<file path="src/rtl/uart_receiver.sv">
// Oversampling UART receiver: mid-bit sampling of start, LSB-first data and stop bits,
// with a one-cycle rx_done strobe and a sticky-per-frame framing error flag.
module uart_receiver #(
   parameter int DATA_WIDTH_NUMBER = 8,
   parameter int STOP_BITS_NUMBER  = 2,
   parameter int OVERSAMPLE        = 16
) (
   input  logic                         rx_clk,
   input  logic                         rst_n,
   input  logic                         rx_din,
   output logic [DATA_WIDTH_NUMBER-1:0] data_out,
   output logic                         rx_done,
   output logic                         frame_err,
   output logic                         busy
);

   localparam int TICK_W = $clog2(OVERSAMPLE);
   localparam int BIT_W  = $clog2(DATA_WIDTH_NUMBER);
   localparam int STOP_W = (STOP_BITS_NUMBER > 1) ? $clog2(STOP_BITS_NUMBER) : 1;

   localparam logic [TICK_W-1:0] TICK_HALF = TICK_W'(OVERSAMPLE / 2 - 1);
   localparam logic [TICK_W-1:0] TICK_LAST = TICK_W'(OVERSAMPLE - 1);
   localparam logic [BIT_W-1:0]  BIT_LAST  = BIT_W'(DATA_WIDTH_NUMBER - 1);
   localparam logic [STOP_W-1:0] STOP_LAST = STOP_W'(STOP_BITS_NUMBER - 1);

   typedef enum logic [1:0] {IDLE, START, DATA, STOP} state_t;

   state_t                       state_reg;
   logic                         rx_meta_reg;
   logic                         rx_s_reg;
   logic                         rx_s_d_reg;
   logic [TICK_W-1:0]            tick_cnt_reg;
   logic [BIT_W-1:0]             bit_cnt_reg;
   logic [STOP_W-1:0]            stop_cnt_reg;
   logic [DATA_WIDTH_NUMBER-1:0] shift_reg;
   logic                         err_acc_reg;

   always_ff @(posedge rx_clk) begin
      if (!rst_n) begin
         rx_meta_reg  <= 1'b1;
         rx_s_reg     <= 1'b1;
         rx_s_d_reg   <= 1'b1;
         state_reg    <= IDLE;
         tick_cnt_reg <= '0;
         bit_cnt_reg  <= '0;
         stop_cnt_reg <= '0;
         shift_reg    <= '0;
         err_acc_reg  <= 1'b0;
         data_out     <= '0;
         rx_done      <= 1'b0;
         frame_err    <= 1'b0;
         busy         <= 1'b0;
      end else begin
         rx_meta_reg <= rx_din;
         rx_s_reg    <= rx_meta_reg;
         rx_s_d_reg  <= rx_s_reg;
         rx_done     <= 1'b0;
         // busy trails the state by one cycle so it also covers the rx_done cycle
         busy        <= (state_reg != IDLE);

         case (state_reg)
            IDLE: begin
               if (!rx_s_reg && rx_s_d_reg) begin
                  state_reg    <= START;
                  tick_cnt_reg <= '0;
               end
            end
            START: begin
               if (tick_cnt_reg == TICK_HALF) begin
                  if (!rx_s_reg) begin
                     state_reg    <= DATA;
                     tick_cnt_reg <= '0;
                     bit_cnt_reg  <= '0;
                  end else begin
                     state_reg <= IDLE;
                  end
               end else begin
                  tick_cnt_reg <= tick_cnt_reg + 1'b1;
               end
            end
            DATA: begin
               if (tick_cnt_reg == TICK_LAST) begin
                  shift_reg[bit_cnt_reg] <= rx_s_reg;
                  tick_cnt_reg           <= '0;
                  if (bit_cnt_reg == BIT_LAST) begin
                     state_reg    <= STOP;
                     stop_cnt_reg <= '0;
                     err_acc_reg  <= 1'b0;
                  end else begin
                     bit_cnt_reg <= bit_cnt_reg + 1'b1;
                  end
               end else begin
                  tick_cnt_reg <= tick_cnt_reg + 1'b1;
               end
            end
            STOP: begin
               if (tick_cnt_reg == TICK_LAST) begin
                  if (!rx_s_reg) err_acc_reg <= 1'b1;
                  // finishing at mid stop bit leaves half a bit to catch the next start edge
                  if (stop_cnt_reg == STOP_LAST) begin
                     data_out  <= shift_reg;
                     rx_done   <= 1'b1;
                     frame_err <= err_acc_reg | ~rx_s_reg;
                     state_reg <= IDLE;
                  end else begin
                     stop_cnt_reg <= stop_cnt_reg + 1'b1;
                     tick_cnt_reg <= '0;
                  end
               end else begin
                  tick_cnt_reg <= tick_cnt_reg + 1'b1;
               end
            end
            default: state_reg <= IDLE;
         endcase
      end
   end

endmodule

</file>
<file path="config.mk">
export PLATFORM = sky130hd
export DESIGN_NAME = uart_receiver
export DESIGN_NICKNAME = d
export VERILOG_FILES = /design/src/rtl/uart_receiver.sv
export SDC_FILE = /design/constraint.sdc
export NUM_CORES = 1
export LEC_CHECK = 0
export CAP_MARGIN = 10
export CORE_ASPECT_RATIO = 0.8
export CORE_MARGIN = 3
export CORE_UTILIZATION = 55
export DETAILED_ROUTE_END_ITERATION = 10
export MAX_ROUTING_LAYER = met4
export PLACE_DENSITY = 0.88
export SETUP_SLACK_MARGIN = 0.5
export SKIP_CTS_REPAIR_TIMING = 1
export SYNTH_ARGS = -nofsm -noshare
export SYNTH_HDL_FRONTEND = slang
export SYNTH_SLANG_ARGS = --single-unit
</file>
<file path="constraint.sdc">
create_clock -name rx_clk -period 2.72 [get_ports rx_clk]
set_clock_uncertainty 0.15 [all_clocks]
set_input_delay 0.272 -clock rx_clk [delete_from_list [all_inputs] [get_ports rx_clk]]
set_output_delay 0.272 -clock rx_clk [all_outputs]
set_load 0.005 [all_outputs]
</file>
# Word level (Yosys, flattened, before mapping)
# Cells that the tools add are included.
[word_totals]
regBits = 33
latch_bits = 0
ramBits = 0
romBits = 0
inputBits = 3
output_inout_bits = 11
word_cells = 84
memories = 0
[classes]
n_addsub = 3
mul = 0
n_div = 0
magnitude_cmp = 2
eq_ne = 17
n_shift = 0
n_mux = 32
bitwise_logic = 2
reduce_logical = 15
[ops]
columns = ["cell", "n"]
rows = [
  ["$mux W4", 6],
  ["$ne A2 B2 Y1 const B", 9],
  ["$pmux W4 S4", 1],
  ["$mux W2", 7],
  ["$mux W3", 4],
  ["$reduce_and A5 Y1", 2],
  ["$reduce_and A3 Y1", 3],
  ["$bwmux W8", 1],
  ["$mux W1", 8],
  ["$pmux W2 S4", 1],
  ["$ne A3 B3 Y1 const B", 2],
  ["$pmux W3 S2", 1],
  ["$reduce_and A6 Y1", 1],
  ["$reduce_bool A2 Y1", 3],
  ["$add A4 B1 Y4 const B", 1],
  ["$eq A2 B2 Y1 const B", 2],
  ["$eq A4 B3 Y1 const B", 1],
  ["$eq A4 B4 Y1 const B", 1],
  ["$lt A3 B4 Y1 const B", 1],
  ["$pmux W1 S2", 2],
  ["$reduce_and A4 Y1", 1],
  ["$add A3 B1 Y3 const B", 1],
  ["$demux W1 S3", 1],
  ["$eq A3 B3 Y1 const B", 1],
  ["9 further kinds", 10],
]

# Logic depth before layout (Yosys ltp)
# Gate-level depths: netlist (run 1).
[logic_depth]
ltp_word = 5
depth_mapped = 6
ltp_nobuf = 5

# Least setup slack after synthesis (run 1)
# No wires, ideal clock.
[synth_timing]
path_kind = "reg2reg"
from = "register tick_cnt_reg[0]"
to = "register frame_err"
setup_time_ns = 0.116
arrival_time_ns = 1.359
t_required_ns = 2.454
slack_ns = 1.095
stages_incl_launch_ff = 5
n_path_buf = 0
synth_period_minus_slack_ns = 1.625
cell_sequence = "dfxtp_1 -> ha_1 -> nand4_4 -> or4_1 -> o211a_1"
[synth_between]
elab_chain_len = 2
[synth_lines]
columns = ["item", "line_no", "rtl"]
rows = [
  ["from (decl)", "32", "logic [TICK_W-1:0] tick_cnt_reg;"],
  ["from (signal assigned)", "78", "tick_cnt_reg <= tick_cnt_reg + 1'b1;"],
  ["from (signal assigned)", "93", "tick_cnt_reg <= tick_cnt_reg + 1'b1;"],
  ["from (signal assigned)", "110", "tick_cnt_reg <= tick_cnt_reg + 1'b1;"],
  ["$eq A4 B4 Y1", "97", "if (tick_cnt_reg == TICK_LAST) begin"],
  ["$reduce_and A3 Y1 (no source line)", "--", ""],
  ["to (signal assigned)", "103", "frame_err <= err_acc_reg | ~rx_s_reg;"],
  ["to (decl)", "13", "output logic frame_err,"],
]
# No other way between the ends.
# A chain may end at the register's enable or synchronous reset.

# Worst setup path in the final report (run 1)
[layout_timing]
from = "register tick_cnt_reg[0]"
to = "register shift_reg[3]"
[layout_between]
elab_chain_len = 2
[layout_lines]
columns = ["item", "line_no", "rtl"]
rows = [
  ["$eq A4 B4 Y1", "82", "if (tick_cnt_reg == TICK_LAST) begin"],
  ["$reduce_and A2 Y1 (no source line)", "--", ""],
  ["to (signal, indexed assignment)", "83", "shift_reg[bit_cnt_reg] <= rx_s_reg;"],
  ["to (decl)", "35", "logic [DATA_WIDTH_NUMBER-1:0] shift_reg;"],
]
# No other way between the ends.

==> impl_table.tex, run 1 <==
\begin{tabular}{lr}
\hline
Metric & Value \\
\hline
\multicolumn{2}{l}{\textbf{Clock network}} \\
\quad Clock tree from TritonCTS & done \\
\quad \# clock sinks & 33 \\
\quad Number of clock buffers inserted by TritonCTS & 5 \\
\quad Maximum clock path buffer count & 2 \\
\quad Number of levels in the clock H-tree & 2 \\
\quad Buffer cell driving the clock tree root & clkbuf\_4 \\
\quad Clock Latency Late Sink & 0.34 ns \\
\quad Clock-pin slew on the worst setup and hold paths & 0.09 ns \\
\multicolumn{2}{l}{\textbf{Synthesis}} \\
\quad Number of nets in the synthesized netlist & 162 \\
\quad Sequential fraction of the synthesis area & 0.436 \\
\quad Post-synthesis cell area & 1510 µm² \\
\quad Unique cell type count in the Yosys netlist & 45 \\
\quad EDFF count, synth & 0 \\
\quad Primary flip-flop cell chosen by synthesis mapping & dfxtp\_1 \\
\quad Number of synthesized register bits & 33 \\
\quad Syn Area/Cell & 9.70 µm² \\
\quad Yosys warning count & 0 \\
\quad Share of async-settable or async-resettable flops after synthesis & 0 \\
\quad Count of mapped cells out of synthesis & 156 \\
\multicolumn{2}{l}{\textbf{Floorplanning}} \\
\quad Die height & 52.9 µm \\
\quad Number of I/O pins & 14 \\
\quad Count of standard-cell rows & 16 \\
\quad Initial Util & 0.595 \\
\quad Die area & around 3400 µm² \\
\quad Chip width & $\sim$65 µm \\
\quad Core Area & 2540 µm² \\
\multicolumn{2}{l}{\textbf{GRT}} \\
\quad Antenna violations before repair & 0 \\
\quad Grt ovf & 0 \\
\quad Via count of the first global-routing pass & 1027 \\
\quad GRT Resource Usage Total & 0.202 \\
\quad First-pass GRT wire length & about 4.9 mm \\
\quad Maximum number of pins on one net before global-route repair & 23 \\
\multicolumn{2}{l}{\textbf{Setup path}} \\
\quad Data arrival at the endpoint of the critical path & roughly 2 ns \\
\quad Critical Path Sink Type & flop \\
\quad Classification of the worst setup path & flop to flop \\
\quad Startpoint of the most critical register-to-register path & tick\_cnt\_reg[0]\$\_SDFFE\_PN0P\_ \\
\quad Worst Reg2Reg Path Length in Cells & 5 \\
\quad Crit path max fanout & 6 \\
\quad Destination of the worst register-to-register timing path & shift\_reg[3]\$\_SDFFE\_PN0P\_ \\
\quad Required time at the endpoint of the critical path & 2.79 ns \\
\quad R2R setup slack & 0.81 ns \\
\quad Setup crit start kind & flop \\
\multicolumn{2}{l}{\textbf{Run status}} \\
\quad Result of the run & complete, no violations \\
\multicolumn{2}{l}{\textbf{Power}} \\
\quad Peak supply drop & 325 µV \\
\quad Sequential power share & 0.617 \\
\quad Leakage power total & 0.660 nW \\
\quad Clock Power Share & 0.348 \\
\quad Internal power summed over all cells & 0.621 mW \\
\quad Power Dens Cells & 469 nW/µm² \\
\quad Sw Ratio & 0.220 \\
\quad Total Power Consumption & 0.796 mW \\
\quad Switching power & 0.175 mW \\
\quad Part of the power in combinational logic & 0.035 \\
\multicolumn{2}{l}{\textbf{Timing}} \\
\quad Normalized max-slew margin & 0.673 \\
\quad Final number of hold-violating endpoints & 0 \\
\quad Setup violators final & 0 \\
\quad Final worst hold slack & 0.274 ns \\
\quad Total negative slack & 0 ns \\
\quad Number of pins with negative max-slew slack in the final report & 0 \\
\quad Actual transition at the worst max-transition pin & 0.491 ns \\
\quad Final worst path period share & 0.701 \\
\quad Achievable Freq & 524 MHz \\
\quad Clock period minus worst slack & 1.91 ns \\
\quad Setup repair after global routing missed its margin & false \\
\multicolumn{2}{l}{\textbf{Hold path}} \\
\quad Worst hold path stage count & 1 \\
\quad Worst min-delay path startpoint & rx\_meta\_reg\$\_SDFF\_PN1\_ \\
\quad Hold Crit Class & flop to flop \\
\quad Worst Hold Path EP & rx\_s\_reg\$\_SDFF\_PN1\_ \\
\multicolumn{2}{l}{\textbf{Placement}} \\
\quad Dpl cells & 196 \\
\quad Half-perimeter wire length after placement & around 2.0 mm \\
\quad Global placer's final weighted congestion & 0.844 \\
\quad Count of buffers inserted at the top-level ports & 13 \\
\multicolumn{2}{l}{\textbf{Routing}} \\
\quad Routed wire per std cell & 14.4 µm \\
\quad Remaining antenna violation count & 0 \\
\quad Detailed Routing Iterations Pass 1 & 4 \\
\quad Initial DRC Count & 27 \\
\quad Overall routed net length & 2.91 mm \\
\quad DRC Markers & 0 \\
\quad Vias & around 1200 \\
\quad Vias per Instance & 5.67 \\
\multicolumn{2}{l}{\textbf{Job}} \\
\quad Reported max-cap violation count & 0 \\
\multicolumn{2}{l}{\textbf{Final layout}} \\
\quad Layout cells sized above 1 & 0.108 \\
\quad Final standard cell count with taps included and fillers excluded & 203 \\
\quad Antenna cell count & 0 \\
\quad Area overhead of the layout relative to synthesis & 12.2\% \\
\quad Final core occ & 0.668 \\
\quad Final net count & 173 \\
\hline
\end{tabular}
==> cells in the mapped netlist, types with 3 or more instances <==
library cell  instances  area [µm²]
dfxtp_1              33         661
nand2_1              24        90.1
mux2i_1              17         170
nor2b_1              11        68.8
nand3_1               6        30.0
clkbuf_1              5        18.8
nor2_1                4        15.0
a21oi_1               3        15.0
buf_2                 3        15.0
ha_1                  3        37.5
nand2b_1              3        18.8
==> worst max-delay path by stage <==
| stage | start | end | slack, ns | cells past startpoint |
|---|---|---|---|---|
| after floorplan | tick_cnt_reg[0]$_SDFFE_PN0P_ | frame_err$_SDFFE_PN0P_ | 1.10 | 4 |
| after global placement | rst_n | tick_cnt_reg[3]$_SDFFE_PN0P_ | 0.93 | 5 |
| after detailed placement | flop | shift_reg[1]$_SDFFE_PN0P_ | 0.87 | 4 |
| after CTS | flop | shift_reg[1]$_SDFFE_PN0P_ | 0.84 | 4 |
| after global routing | flop | shift_reg[1]$_SDFFE_PN0P_ | 0.66 | 4 |
| final | tick_cnt_reg[0]$_SDFFE_PN0P_ | shift_reg[3]$_SDFFE_PN0P_ | 0.81 | 5 |
==> cell type report <==
class / instances / area [µm²]
Sequential cell: 33 / 661
Timing Repair Buffer: 14 / 138
Tap cell: 36 / 45.0
Fill cell: 220 / 843
Clock buffer: 7 / 55.1
Multi-Input combinational cell: 111 / 793
Inverter: 2 / 7.51
==> power by group through the flow <==
stage | Combinational, mW | Clock, mW | Sequential [mW]
floorplan | 0.0219 | 0 | 0.500
global placement | 0.0261 | 0 | 0.502
detailed placement | 0.0272 | 0 | 0.502
CTS | 0.0272 | 0.286 | 0.491
global route | 0.0303 | 0.305 | 0.492
finish | 0.0276 | 0.277 | 0.491
==> stage by stage <==
step	cell area, µm²	worst slack (ns)
after floorplan	1510	1.10
after global placement	1640	0.925
after detailed placement	1640	0.870
after CTS	1700	0.844
after global routing	1700	0.660
final	1700	0.812
==> cells in the final DEF (no fill, tap or decap), types with 2 or more instances in the layout <==
cell	count
dfxtp_1	33
nand2_1	24
mux2i_1	17
clkdlybuf4s50_1	13
nor2b_1	11
nand3_1	6
clkbuf_4	5
nor2_1	4
a21oi_1	3
nand2b_1	3
ha_1	3
inv_1	2
xor2_1	2
o21ai_0	2
and3_1	2
o311ai_1	2
o41ai_1	2
nor4_1	2
nor4_2	2
nor3_1	2
a31oi_1	2
==> critical path: stages, from the launching register on <==
cell and delay (ns):
dfxtp_1 0.39, ha_1 0.36, and3_4 0.28, nand2_4 0.08, o311ai_1 0.38, o41ai_1 0.13
==> logic make-up after synthesis <==
family                     after synthesis  share of synthesized area
xor gates and xnor gates                 2                     0.0116
muxes                                   17                      0.112
AOI/OAI and AO/OA                       23                      0.117
DFF                                     33                      0.436
buffers and inverters                   12                     0.0397
adders and majority gates                3                     0.0248
and+or+nand+nor                         66                      0.258
==> metal layers <==
metal / GRT usage / vias up / routed length (µm)
met2: 0.308 / 34 / 1340
met1: 0.247 / 526 / 1350
met3: 0.0701 / 8 / 156
met4: 0.0842 / 0 / 65
li1: - / 583 / -
met5: - / - / 0
(Power assumes the default switching activity.)
==> run 2, diff against run 1 <==
--- a/config.mk
+++ b/config.mk
@@ -8,10 +8,10 @@
 export CAP_MARGIN = 10
 export CORE_ASPECT_RATIO = 0.8
 export CORE_MARGIN = 3
-export CORE_UTILIZATION = 55
+export CORE_UTILIZATION = 50
 export DETAILED_ROUTE_END_ITERATION = 10
 export MAX_ROUTING_LAYER = met4
-export PLACE_DENSITY = 0.88
+export PLACE_DENSITY = 0.85
 export SETUP_SLACK_MARGIN = 0.5
 export SKIP_CTS_REPAIR_TIMING = 1
 export SYNTH_ARGS = -nofsm -noshare
==> constraint.sdc (replaced) <==
create_clock -name rx_clk -period 1.55 [get_ports rx_clk]
set_clock_uncertainty 0.15 [all_clocks]
set_input_delay 0.155 -clock rx_clk [delete_from_list [all_inputs] [get_ports rx_clk]]
set_output_delay 0.155 -clock rx_clk [all_outputs]
set_load 0.005 [all_outputs]
==> run 2 against run 1 <==
The flow now finishes with violations (setup timing). Final cell count increased by 9.9%. Sequential power is 75% higher. Global-route usage fell by 1.4 points. Non-clock buffer count up 17. First-iteration DRC count increased to 3.7 times the previous value. Via count is 17% higher. Die area is 8.9% higher. Clock power rose to 2.9 times the previous value. Total power up 120%. Sequential share of layout area down 5.8 points. Critical path depth fell by 1. Largest cell class unchanged.
==> impl_table.tex, run 2 (same netlist as run 1, synthesis figures left out) <==
\begin{tabular}{lr}
\hline
Metric & Value \\
\hline
\multicolumn{2}{l}{\textbf{Floorplanning}} \\
\quad Chip width & 67.5 µm \\
\quad Number of I/O pins & 14 \\
\quad Initial Util & 0.535 \\
\quad Die area & between 3000 and 4000 µm² \\
\quad Count of standard-cell rows & 17 \\
\quad Die height & 55.2 µm \\
\quad Core Area & $\sim$2800 µm² \\
\multicolumn{2}{l}{\textbf{GRT}} \\
\quad GRT Resource Usage Total & 0.188 \\
\quad First-pass GRT wire length & slightly above 5 mm \\
\quad Via count of the first global-routing pass & 1127 \\
\quad Antenna violations before repair & 0 \\
\quad Maximum number of pins on one net before global-route repair & 22 \\
\quad Grt ovf & 0 \\
\multicolumn{2}{l}{\textbf{Timing}} \\
\quad Setup violators final & 3 \\
\quad Setup repair after global routing missed its margin & true \\
\quad Total negative slack & -0.0559 ns \\
\quad Clock period minus worst slack & 1.58 ns \\
\quad Normalized max-slew margin & 0.735 \\
\quad Final worst path period share & 1.02 \\
\quad Achievable Freq & 632 MHz \\
\quad Number of pins with negative max-slew slack in the final report & 0 \\
\quad Final number of hold-violating endpoints & 0 \\
\quad Actual transition at the worst max-transition pin & 0.398 ns \\
\quad Setup WS post-layout & -0.0312 ns \\
\multicolumn{2}{l}{\textbf{Final layout}} \\
\quad Final net count & 190 \\
\quad Most common library cell in the layout ignoring fill and taps & nand2\_1 \\
\quad Area overhead of the layout relative to synthesis & 37.9\% \\
\quad Post-route design area & 2090 µm² \\
\quad Final core occ & 0.738 \\
\quad Layout cells sized above 1 & 0.476 \\
\quad Leading cell types in the layout, fill and taps excluded & nand2\_1, mux2i\_1, dfxtp\_1 \\
\quad Final standard cell count with taps included and fillers excluded & between 200 and 250 \\
\quad Antenna cell count & 0 \\
\multicolumn{2}{l}{\textbf{Clock network}} \\
\quad \# clock sinks & 33 \\
\quad Clock-pin slew on the worst setup and hold paths & 0.07 ns \\
\quad Buffer cell driving the clock tree root & clkbuf\_8 \\
\quad Number of clock buffers inserted by TritonCTS & 5 \\
\quad Clock Latency Late Sink & 0.29 ns \\
\quad Number of levels in the clock H-tree & 2 \\
\quad Maximum clock path buffer count & 2 \\
\quad Clock tree from TritonCTS & done \\
\multicolumn{2}{l}{\textbf{Setup path}} \\
\quad Classification of the worst setup path & flop to flop \\
\quad Library cell contributing the largest single delay on the critical path & dfxtp\_4 \\
\quad Data arrival at the endpoint of the critical path & 1.61 ns \\
\quad Crit path max fanout & 6 \\
\quad Largest delay contributor family on the critical path & flip-flops \\
\quad Buf/Inv on CP & 0 \\
\quad Critical Path Sink Type & flop \\
\quad Required time at the endpoint of the critical path & 1.58 ns \\
\quad List of cells traversed by the critical path & ha\_4, and3\_4, nand2\_8, o41ai\_1 \\
\quad Setup crit start kind & flop \\
\quad Largest incremental delay on the critical path & 0.38 ns \\
\multicolumn{2}{l}{\textbf{Job}} \\
\quad Reported max-cap violation count & 0 \\
\multicolumn{2}{l}{\textbf{Placement}} \\
\quad Count of buffers inserted at the top-level ports & 13 \\
\quad Total placed instance area & about 1800 µm² \\
\quad Dpl cells & 207 \\
\quad Half-perimeter wire length after placement & 2.18 mm \\
\quad DP Worst Slack & -0.00697 ns \\
\quad Global placer's final weighted congestion & around 0.83 \\
\multicolumn{2}{l}{\textbf{Power}} \\
\quad Power Dens Cells & $\sim$820 nW/µm² \\
\quad Peak supply drop & 694 µV \\
\quad Leakage power total & approximately 0.82 nW \\
\multicolumn{2}{l}{\textbf{Routing}} \\
\quad Met2 routed wirelength & 1.75 mm \\
\quad Overall routed net length & 3.87 mm \\
\quad Vias per Instance & 6.03 \\
\quad Remaining antenna violation count & 0 \\
\quad Wire length on met3 & around 260 µm \\
\quad DRC Markers & 0 \\
\quad Detailed Routing Iterations Pass 1 & 4 \\
\quad Routed wire per std cell & 17.4 µm \\
\quad Uppermost layer routed & met4 \\
\quad M1 wire length & 1.67 mm \\
\quad Vias & 1345 \\
\quad Initial DRC Count & 100 \\
\multicolumn{2}{l}{\textbf{Hold path}} \\
\quad Hold Crit Class & primary input to flop \\
\multicolumn{2}{l}{\textbf{Run status}} \\
\quad Result of the run & finished with violations \\
\quad Violations in the final reports & setup timing \\
\hline
\end{tabular}
## run 2: changes by cell type in the layout (fill, tap and decap cells not counted), moves of 10 or more
cell / previous run / this run
dfxtp_1: 33 / 17
clkbuf_2: 0 / 10
clkdlybuf4s50_1: 13 / 2
buf_4: 1 / 15
dfxtp_2: 0 / 12
## run 2: layer usage
metal,GRT usage,up-vias
met5,-,-
met4,0.0809,0
met3,0.0528,29
met2,0.264,72
met1,0.252,632
li1,-,612
## run 2: final timing paths
| path | endpoint | slack (ns) | startpoint | cells after the start |
|---|---|---|---|---|
| setup reg to reg | shift_reg[3]$_SDFFE_PN0P_ | -0.03 | tick_cnt_reg[0]$_SDFFE_PN0P_ | 4 |
| hold / removal | rx_s_d_reg$_SDFF_PN1_ | 0.20 | rst_n | 3 |
| hold reg to reg | rx_s_reg$_SDFF_PN1_ | 0.28 | rx_meta_reg$_SDFF_PN1_ | 1 |
| setup / recovery | shift_reg[3]$_SDFFE_PN0P_ | -0.03 | tick_cnt_reg[0]$_SDFFE_PN0P_ | 4 |
## run 2: power by group
part           total, mW  leakage (nW)  internal [mW]  switching, mW
combinational     0.0700         0.483         0.0331         0.0369
sequential         0.857         0.276          0.849        0.00778
clock              0.792        0.0599          0.459          0.333
## run 2: layout make-up
| class | count | area [µm²] |
|---|---|---|
| fillers | 165 | 742 |
| clock inverters | 1 | 6.26 |
| inverters | 2 | 7.51 |
| well taps | 38 | 47.5 |
| multi-input cells | 111 | 995 |
| flip-flops and latches | 33 | 691 |
| clock buffers | 7 | 108 |
| repair buffers | 31 | 233 |
## run 2: worst register-to-register path, cell delays in order (launching register included)
cell and delay, ns:
dfxtp_4 0.38, ha_4 0.20, and3_4 0.27, nand2_8 0.10, o41ai_1 0.37
## run 2: metrics by stage
step / hold slack [ns] / power [mW]
finish: 0.202 / 1.72
global route: 0.219 / 1.77
CTS: 0.279 / 1.72
detailed placement: 0.247 / 0.940
global placement: 0.241 / 0.937
floorplan: 0.106 / 0.916
